==> src/rtl/sync_fifo_thresh.sv <==
// Single-clock first-word-fall-through FIFO with occupancy count and almost-full/almost-empty flags.
// Define SYNC_FIFO_ERR_EN to add sticky overflow/underflow flags and their err_clr input.
module sync_fifo_thresh #(
  parameter int unsigned DSIZE         = 8,
  parameter int unsigned ASIZE         = 4,
  parameter int unsigned AFULL_THRESH  = (1 << ASIZE) - 1,
  parameter int unsigned AEMPTY_THRESH = 1
) (
  input  logic             clk,
  input  logic             reset,
  input  logic [DSIZE-1:0] wdata,
  input  logic             winc,
  output logic             wfull,
  output logic             walmost_full,
  input  logic             rinc,
  output logic [DSIZE-1:0] rdata,
  output logic             rempty,
  output logic             ralmost_empty,
`ifdef SYNC_FIFO_ERR_EN
  input  logic             err_clr,
  output logic             overflow,
  output logic             underflow,
`endif
  output logic [ASIZE:0]   count
);

  localparam int unsigned   DEPTH     = 1 << ASIZE;
  localparam logic [ASIZE:0] PtrOne    = (ASIZE + 1)'(1);
  localparam logic [ASIZE:0] AfullLvl  = (ASIZE + 1)'(AFULL_THRESH);
  localparam logic [ASIZE:0] AemptyLvl = (ASIZE + 1)'(AEMPTY_THRESH);

  logic [DSIZE-1:0] mem_q [DEPTH];
  logic [ASIZE:0]   wptr_q, wptr_d;
  logic [ASIZE:0]   rptr_q, rptr_d;
  logic [ASIZE:0]   count_q, count_d;
  logic             wen, ren;

  // Flags depend only on registered pointers/count, never on winc/rinc.
  always_comb begin
    rempty        = (wptr_q == rptr_q);
    wfull         = (wptr_q[ASIZE-1:0] == rptr_q[ASIZE-1:0]) && (wptr_q[ASIZE] != rptr_q[ASIZE]);
    walmost_full  = (count_q >= AfullLvl);
    ralmost_empty = (count_q <= AemptyLvl);
    count         = count_q;
    rdata         = rempty ? '0 : mem_q[rptr_q[ASIZE-1:0]];
  end

  always_comb begin
    wen     = winc & ~wfull;
    ren     = rinc & ~rempty;
    wptr_d  = wen ? wptr_q + PtrOne : wptr_q;
    rptr_d  = ren ? rptr_q + PtrOne : rptr_q;
    count_d = count_q;
    unique case ({wen, ren})
      2'b10:   count_d = count_q + PtrOne;
      2'b01:   count_d = count_q - PtrOne;
      default: count_d = count_q;
    endcase
  end

  always_ff @(posedge clk) begin
    if (reset) begin
      wptr_q  <= '0;
      rptr_q  <= '0;
      count_q <= '0;
    end else begin
      wptr_q  <= wptr_d;
      rptr_q  <= rptr_d;
      count_q <= count_d;
    end
  end

  // Storage is not reset; pointers alone define what is valid.
  always_ff @(posedge clk) begin
    if (wen && !reset) begin
      mem_q[wptr_q[ASIZE-1:0]] <= wdata;
    end
  end

`ifdef SYNC_FIFO_ERR_EN
  logic ovf_q, ovf_d;
  logic unf_q, unf_d;

  // A new error in the same cycle as err_clr wins so it is never lost.
  always_comb begin
    ovf_d = (ovf_q & ~err_clr) | (winc & wfull);
    unf_d = (unf_q & ~err_clr) | (rinc & rempty);
  end

  always_ff @(posedge clk) begin
    if (reset) begin
      ovf_q <= 1'b0;
      unf_q <= 1'b0;
    end else begin
      ovf_q <= ovf_d;
      unf_q <= unf_d;
    end
  end

  assign overflow  = ovf_q;
  assign underflow = unf_q;
`endif

endmodule

==> config.mk <==
export PLATFORM = sky130hd
export DESIGN_NAME = sync_fifo_thresh
export DESIGN_NICKNAME = d
export VERILOG_FILES = /design/src/rtl/sync_fifo_thresh.sv
export SDC_FILE = /design/constraint.sdc
export NUM_CORES = 1
export LEC_CHECK = 0
export ABC_AREA = 1
export BUFFER_PORTS_ARGS = -buffer_cell sky130_fd_sc_hd__buf_2
export CAP_MARGIN = 20
export CORE_MARGIN = 3
export CORE_UTILIZATION = 25
export DETAILED_ROUTE_END_ITERATION = 8
export HOLD_SLACK_MARGIN = 0.06
export PLACE_DENSITY_LB_ADDON = 0.15
export SYNTH_ARGS = -nofsm -noshare
export SYNTH_HDL_FRONTEND = slang
export SYNTH_SLANG_ARGS = --single-unit
==> constraint.sdc <==
create_clock -name clk -period 2.5 [get_ports clk]
set_input_delay 0.5 -clock clk [delete_from_list [all_inputs] [get_ports clk]]
set_output_delay 0.5 -clock clk [all_outputs]
set_load 0.03 [all_outputs]
; After elaboration in Yosys (flattened, before gate mapping)
; Memories as Yosys holds them, arrays and structs flattened. A register that Yosys moved wholly into a read port is not among the register bits.
; Cells that the tools add are included.
[totals]
regBits = 15
mem_bits_rw = 128
in_bits = 12
output_inout_bits = 17
word_cells = 29
mem_count = 1
[op_classes]
add_sub_neg = 4
n_lt_le_gt_ge = 2
n_eq_ne = 5
n_mux = 6
bitwise_logic = 4
n_reduce_logical = 4
[memory_table]
columns = name, words, word_bits, rd, rd_ports_with_merged_regs, write_ports, line
row1 = mem_q, 16, 8, 1, 1, 1, 32  ; logic [DSIZE-1:0] mem_q [DEPTH];
[ops]
columns = op, count
row1 = 5-bit by 1-bit adder with 5-bit output (second input constant), 3
row2 = 5-bit case mux with 2 select lines, 1
row3 = 4-bit two-way mux, 2
row4 = 8-bit two-way mux, 1
row5 = 5-bit equality test, 1
row6 = 5-bit by 4-bit >= comparator with 1-bit output (second input constant), 1
row7 = 5-bit by 1-bit <= comparator with 1-bit output (second input constant), 1
row8 = 5-bit by 1-bit subtractor with 5-bit output (second input constant), 1
row9 = 4-bit equality test, 1
row10 = 1-bit bitwise AND, 2
row11 = 2-bit by 1-bit equality test with 1-bit output (second input constant), 1
row12 = 2-bit equality test (second input constant), 1
row13 = 1-bit logical AND, 2
row14 = 1-bit two-way mux, 2
row15 = 1-bit NOT, 2
row16 = 2-bit nonzero test, 1
row17 = 1-bit zero test, 1
row18 = 1-bit inequality test, 1

; Longest topological paths before layout
; Gate-level depths: netlist (run 1).
[depth]
word_depth = 7
ltp_mapped = 14
depth_no_buf = 13

; Worst setup path before layout (run 1)
; OpenSTA, ideal clock, no wires.
[synth_timing]
kind = reg2out
start = register count_q[0], in the netlist count[0]
end = output ralmost_empty
arrival_ns = 1.718
required_time_ns = 2.000
slack_ns = 0.282
stages_incl_launch_ff = 4
path_cell_list = dfxtp_1 > ha_1 > a21oi_1 > nor4_1
[synth_between]
elab_chain_cells = 1
[synth_rtl]
columns = element, line
row1 = start: declaration, 35  ; logic [ASIZE:0] count_q, count_d;
row2 = start signal: assignment, 69  ; count_q <= count_d;
row3 = 5-bit by 1-bit <= comparator with 1-bit output, 43  ; ralmost_empty = (count_q <= AemptyLvl);
row4 = end: declaration, 18  ; output logic ralmost_empty,
; Every way passes these cells.

==> results of run 1 <==
-- power by group --
part           internal, mW  switching (mW)
registers              2.71          0.0386
clock network          1.64           0.965
logic                 0.457           0.742
-- cells in the mapped netlist (5+ instances only) --
library cell	number
sky130_fd_sc_hd__edfxtp_1	128
sky130_fd_sc_hd__nor2_1	105
sky130_fd_sc_hd__nand2_1	98
sky130_fd_sc_hd__o21ai_0	52
sky130_fd_sc_hd__nand3_1	47
sky130_fd_sc_hd__inv_1	44
sky130_fd_sc_hd__a21oi_1	27
sky130_fd_sc_hd__dfxtp_1	19
sky130_fd_sc_hd__buf_2	13
sky130_fd_sc_hd__o211ai_1	11
sky130_fd_sc_hd__ha_1	10
sky130_fd_sc_hd__buf_1	7
sky130_fd_sc_hd__nand2_2	6
sky130_fd_sc_hd__nor3_1	6
sky130_fd_sc_hd__xor2_1	6
sky130_fd_sc_hd__clkbuf_1	5
sky130_fd_sc_hd__inv_2	5
-- worst reg2reg max path, cell delays in order (launching register included) --
cell	delay, ps
sky130_fd_sc_hd__dfxtp_1	370
sky130_fd_sc_hd__inv_1	120
sky130_fd_sc_hd__nand2_1	70
sky130_fd_sc_hd__nand2_1	110
sky130_fd_sc_hd__nor2_4	50
sky130_fd_sc_hd__nand3_4	120
sky130_fd_sc_hd__nand2_4	60
sky130_fd_sc_hd__inv_1	120
sky130_fd_sc_hd__nand2_1	100
sky130_fd_sc_hd__nor2_1	700
-- layer usage --
layer | vias up | global-route usage | part of all wire
met5 | - | 0 | 0
met4 | 0 | 0.0488 | 0.016
met3 | 17 | 0.0271 | 0.039
met2 | 100 | 0.189 | 0.47
met1 | 2170 | 0.165 | 0.47
li1 | 2175 | - | -
-- final cells by class --
class / count / area share
timing repair buffer: 62 / 0.0810
multi-input combinational: 384 / 0.241
tap: 330 / 0.0516
clock inverter: 12 / 0.0206
sequential: 147 / 0.528
clock buffer: 18 / 0.0536
inverter: 49 / 0.0244
-- worst max path at each step --
| stage | to | cells past startpoint | slack (ps) |
|---|---|---|---|
| final | rdata[2] | 10 | 20 |
| after global routing | rdata[3] | 11 | -70 |
| after CTS | rdata[6] | 10 | -7 |
| after detailed placement | mem_q[7][7] | 9 | 240 |
| after global placement | mem_q[7][7] | 7 | 280 |
| after floorplan | ralmost_empty | 3 | 280 |
-- flip-flops by register name (all words and copies together), names as in the netlist, named ones only --
register and cells:
mem_q 128, rptr_q 5, wptr_q 5, count 5
-- metrics by stage --
step | util | setup WS (ps)
floorplan | - | 282
finish | 0.318 | 17.4
detailed placement | 0.279 | 236
global route | 0.318 | -72.3
CTS | 0.307 | -6.52
global placement | 0.279 | 283
-- kinds of logic after synthesis --
group	after synthesis
compound gates	93
flops	147
xor+xnor	9
fa+ha+maj	10
buf+inv	77
simple gates	272
-- timing repair --
action / in CTS / in global routing
resized for setup: 8 / 39
gates cloned: 2 / 6
buffers inserted: 2 / 5
setup endpoints to repair: 8 / 8
pin swaps: 0 / 25
==> impl_metrics.py, run 1 <==
metrics = {
    "floorplanning": {
        "io_pins": 29,
        "floorplan.die.height_um": 166,
        "floorplan.rows": 58,
        "fp.coreArea_mm2": 0.0252,
        "initial_core_util": 0.255,
        "die_width_um": 166,
        "die_area_mm2": 0.0276,
    },
    "setup_path": {
        "start_kind": "register",
        "reg2reg_from": "wptr_q[1]",
        "worstSetupPathType": "register to output port",
        "crit_slowest_cell": "sky130_fd_sc_hd__dfxtp_4",
        "critical_path.cell_chain": "buf_12 -> buf_6 -> clkbuf_16 -> o211ai_1 -> nand3_1 -> nand2_1 -> nand2_1 -> nand2_2 -> nor2_2 -> buf_6",
        "critPathRequiredTime_ps": 2000,
        "r2r_end": "mem_q[7][7]",
        "critPathMaxFanout": 5,
        "cp_data_arrival_time_ps": 1980,
        "path_buf_inv": 4,
        "reg2reg_setup_slack_ps": 300,
        "r2r.worst_path.cells": 9,
        "kind_of_cell_with_the_highest_combined_delay_on_the_critical_path": "buffers and inverters",
        "cpPeakStageDelay_ps": 360,
        "worst_setup_end_kind": "output port",
    },
    "layout": {
        "seq_area_mm2": 0.00423,
        "multi_input_area_mm2": 0.00193,
        "leading_cell_types_in_the_layout_fill_and_taps_excluded": "128 x sky130_fd_sc_hd__edfxtp_1, 98 x sky130_fd_sc_hd__nor2_1, 92 x sky130_fd_sc_hd__nand2_1",
        "layout.cells.most_common": "sky130_fd_sc_hd__edfxtp_1",
        "filler_cell_count": 2547,
        "fin_area_mm2": 0.00801,
        "antenna_cells_inserted": 0,
        "nets": 683,
        "synthToLayoutAreaGrowth_pct": 24.7,
        "final_cells": 1002,
        "drive_gt1_frac": 0.186,
    },
    "cts": {
        "root_cell_of_the_clock_tree": "sky130_fd_sc_hd__clkbuf_16",
        "tritoncts_clock_tree": "built",
        "tritoncts.num_buffers": 17,
        "holdBufCountCts": 0,
        "worst_setup_hold_path_clk_slew_ps": 60,
        "clock_sinks": 147,
        "cts-htree-levels": 4,
        "clkLatencyLatePin_ps": 420,
        "clock_path_buffers": 2,
    },
    "power_and_ir_drop": {
        "leakagePower_nw": 2.96,
        "finalPower_mw": 6.55,
        "pwr_density_cell_mw_per_mm2": 819,
        "max-vdd-ir-drop_v": 0.000367,
    },
    "timing": {
        "report.final.setup_viol": 0,
        "drv_slew": 0,
        "rsz0062_at_grt": "yes",
        "fmax_mhz": 403,
        "tns_ps": 0,
        "timing.final.crit_share": 0.993,
        "min_period_ps": 2480,
        "clock-skew-final_ps": 8.39,
        "worst_slew_pin_slew_ps": 918,
        "final_hold_viol_count": 0,
        "holdWs_ps": 412,
        "relSlewSlack": 0.386,
    },
    "drt": {
        "final_antenna_net_count": 0,
        "via_per_inst": 4.45,
        "detail_route.drc_violations": 0,
        "initialDrtViolationCount": 313,
        "drt-total-wl_um": 16900,
        "routed_wire_length_per_instance_um": 16.9,
        "route.vias.total": 4462,
        "drt-pass1-iter-count": 4,
    },
    "synthesis": {
        "synth_fa_ha_area_frac": 0.0195,
        "ys_dominant_reg_cell": "sky130_fd_sc_hd__edfxtp_1",
        "synth-edff-count": 128,
        "ys_seq_elements": 147,
        "yosys-top-cells-area": "sky130_fd_sc_hd__edfxtp_1 60%, sky130_fd_sc_hd__nor2_1 6.1%, sky130_fd_sc_hd__dfxtp_1 5.9%, sky130_fd_sc_hd__nand2_1 5.7%, sky130_fd_sc_hd__o21ai_0 4.1%",
        "synth-compound-area-share": 0.0786,
        "synth.net_count": 630,
        "ys_types": 29,
        "synth.cell_area_mm2": 0.00642,
        "synthArstFlopShare": 0,
        "seq_area_frac_synth": 0.658,
        "synth_simple_gate_area_frac": 0.181,
        "postSynthCellCount": 608,
        "share_of_cell_area_taken_by_muxes_after_synthesis": 0,
        "synth_largest_area_cell": "sky130_fd_sc_hd__edfxtp_1",
        "synth_warnings": 0,
        "synthDominantCellAreaShare": 0.599,
        "synth_top_family_by_area": "simple AND/OR/NAND/NOR gates",
        "synth_xor_xnor_area_share": 0.0123,
        "syn-mean-instance-area_um2": 10.6,
    },
    "placed_design": {
        "cell_area_reported_after_detailed_placement_mm2": 0.00702,
        "portBuffers": 28,
        "hpwlAfterDp_um": 10400,
        "place_inst": 957,
        "place_congestion": 0.804,
    },
    "status": {
        "outcome": "complete, no violations",
    },
    "grt": {
        "grt_max_degree": 46,
        "grt.overflow.total": 0,
        "globalRouteTotalUtil": 0.121,
        "grt_pass1_vias": 4541,
        "grt_pass1_wl_um": 26000,
        "grt_antenna_before_repair": 0,
    },
    "hold_path": {
        "hold_depth": 3,
        "worstHoldStart": "reset",
        "worstHoldEndpoint": "wptr_q[3]",
        "worst_hold_path_class": "primary input to register",
    },
    "run": {
        "max-cap-violations": 0,
    },
}
Power figures use the tool's default switching activity.
==> run 2, diff against run 1 <==
CELL_PAD_IN_SITES_DETAIL_PLACEMENT = 1   (was not set)
CELL_PAD_IN_SITES_GLOBAL_PLACEMENT = 1   (was not set)
SLEW_MARGIN = 40   (was not set)
==> impl_metrics.py, run 2 (synthesis gave the netlist of run 1 again) <==
metrics = {
    "placed_design": {
        "dpl_worst_slack_ps": 222,
        "place_congestion": 0.808,
        "portBuffers": 28,
        "place_inst": 965,
        "hpwlAfterDp_um": 12300,
    },
    "timing": {
        "drv_slew": 0,
        "postLayoutSetupSlackWorst_ps": 34.8,
        "clock-skew-final_ps": 9.08,
        "timing.final.crit_share": 0.986,
        "report.final.setup_viol": 0,
        "holdWs_ps": 411,
        "relSlewSlack": 0.449,
        "final_hold_viol_count": 0,
        "min_period_ps": 2470,
        "rsz0062_at_grt": "yes",
        "worst_slew_pin_slew_ps": 826,
        "fmax_mhz": 406,
    },
    "setup_path": {
        "r2r.worst_path.cells": 13,
        "cp-endpoint": "rdata[5]",
        "reg2reg_from": "wptr_q[3]",
        "worstSetupPathType": "register to output port",
        "crit_slowest_cell": "sky130_fd_sc_hd__dfxtp_4",
        "critPathMostFrequentCell": "sky130_fd_sc_hd__nand2_1",
        "critical_path.cell_chain": "buf_12 -> clkbuf_16 -> o211ai_1 -> nand3_2 -> nand2_1 -> nand2_1 -> nand2_2 -> nor2_4 -> buf_6",
        "cp_data_arrival_time_ps": 1970,
        "reg2reg_setup_slack_ps": 340,
        "critPathRequiredTime_ps": 2000,
        "critPathMaxFanout": 16,
        "r2r_end": "count[2]",
        "worst_setup_end_kind": "output port",
        "start_kind": "register",
        "cpPeakStageDelay_ps": 370,
    },
    "layout": {
        "antenna_cells_inserted": 0,
        "filler_cell_count": 2776,
        "final_cells": 1010,
        "synthToLayoutAreaGrowth_pct": 27.0,
        "leading_cell_types_in_the_layout_fill_and_taps_excluded": "128 x sky130_fd_sc_hd__edfxtp_1, 92 x sky130_fd_sc_hd__nor2_1, 90 x sky130_fd_sc_hd__nand2_1",
        "largest_reg_flops": 128,
        "layout.cells.most_common": "sky130_fd_sc_hd__edfxtp_1",
        "nets": 690,
        "drive_gt1_frac": 0.226,
    },
    "grt": {
        "grt_pass1_vias": 4732,
        "globalRouteTotalUtil": 0.137,
        "grt_max_degree": 34,
        "grt.overflow.total": 0,
        "grt_pass1_wl_um": 28700,
        "grt_antenna_before_repair": 0,
    },
    "drt": {
        "final_antenna_net_count": 0,
        "drt-pass1-iter-count": 4,
        "via_per_inst": 4.49,
        "route.vias.total": 4535,
        "initialDrtViolationCount": 299,
        "routed_wire_length_per_instance_um": 19.5,
        "drt-total-wl_um": 19700,
        "detail_route.drc_violations": 0,
    },
    "cts": {
        "clock_sinks": 147,
        "cts-htree-levels": 4,
        "clkLatencyLatePin_ps": 420,
        "tritoncts_clock_tree": "built",
        "clock_path_buffers": 2,
        "root_cell_of_the_clock_tree": "sky130_fd_sc_hd__clkbuf_16",
        "tritoncts.num_buffers": 17,
        "worst_setup_hold_path_clk_slew_ps": 60,
    },
    "floorplanning": {
        "initial_core_util": 0.255,
        "io_pins": 29,
        "fp.coreArea_mm2": 0.0252,
        "die_area_mm2": 0.0276,
        "floorplan.die.height_um": 166,
        "die_width_um": 166,
        "floorplan.rows": 58,
    },
    "run": {
        "max-cap-violations": 0,
    },
    "power_and_ir_drop": {
        "leakagePower_nw": 3.01,
        "pwr_density_cell_mw_per_mm2": 811,
        "max-vdd-ir-drop_v": 0.000371,
    },
    "hold_path": {
        "worst_hold_path_class": "primary input to register",
    },
    "status": {
        "outcome": "complete, no violations",
    },
}
-- run 2: cell types whose count changed in the layout (fill, tap and decap cells not counted), sizes merged --
cell / delta
buf: +3
bufbuf: -1
bufinv: -1
clkbuf: +4
clkinv: -1
clkinvlp: +2
inv: +2
-- run 2: report_power, final --
part	leakage, nW	internal, mW	switching, mW
Combinational	1.42	0.490	0.782
Clock	0.278	1.56	1.03
Sequential	1.31	2.71	0.0429
Total	3.01	4.75	1.85
-- run 2: worst min-delay path by stage --
stage	startpoint	to	slack, ps	cells after the start
6_report	reset	wptr_q[2]	410	3
5_1_grt	reset	wptr_q[2]	420	3
4_1_cts	reset	wptr_q[2]	400	3
3_5_place_dp	wptr_q[4]	wptr_q[4]	500	2
3_3_place_gp	rptr_q[4]	rptr_q[4]	490	2
2_1_floorplan	rptr_q[4]	rptr_q[4]	480	2
-- run 2: layout make-up --
| class | count | area (um^2) | area share |
|---|---|---|---|
| timing repair buffer | 69 | 739 | 0.0907 |
| sequential | 147 | 4230 | 0.519 |
| tap | 330 | 413 | 0.0507 |
| multi-input combinational | 384 | 1980 | 0.243 |
| clock inverter | 14 | 163 | 0.0200 |
| inverter | 49 | 199 | 0.0244 |
| clock buffer | 17 | 425 | 0.0522 |
-- run 2: layer usage --
metal	part of all wire	track usage	wire length [um]	vias to the layer above
met5	0	0	0	-
met4	0.0060	0.0301	117	0
met3	0.021	0.0295	409	8
met2	0.49	0.229	9640	44
met1	0.48	0.185	9490	2289
li1	-	-	-	2194
-- run 2: what timing repair did --
item                                    4_1_cts  5_1_grt
hold endpoints to repair                      0        0
resized for setup                            18       71
endpoints found under the setup margin        8        9
pin swaps                                     0       20
cloned                                        0        9
hold buffers                                  0        0
setup buffers                                 0        5
-- run 2: stage by stage --
stage	power, mW	cell area [um^2]	util	TNS (ps)
after floorplan	3.43	6420	-	0
final	6.61	8150	0.324	0
after global routing	6.92	8150	0.324	-441
after CTS	6.41	7690	0.305	0
after detailed placement	3.78	7050	0.280	0
after global placement	3.77	7050	0.280	0
-- run 2: worst max-delay path, delay by kind of cell (launching register included) --
kind / cells / cell delay (ps)
buffers and inverters: 3 / 480
DFF: 1 / 370
AOI/OAI and AO/OA: 1 / 210
and+or+nand+nor: 5 / 470
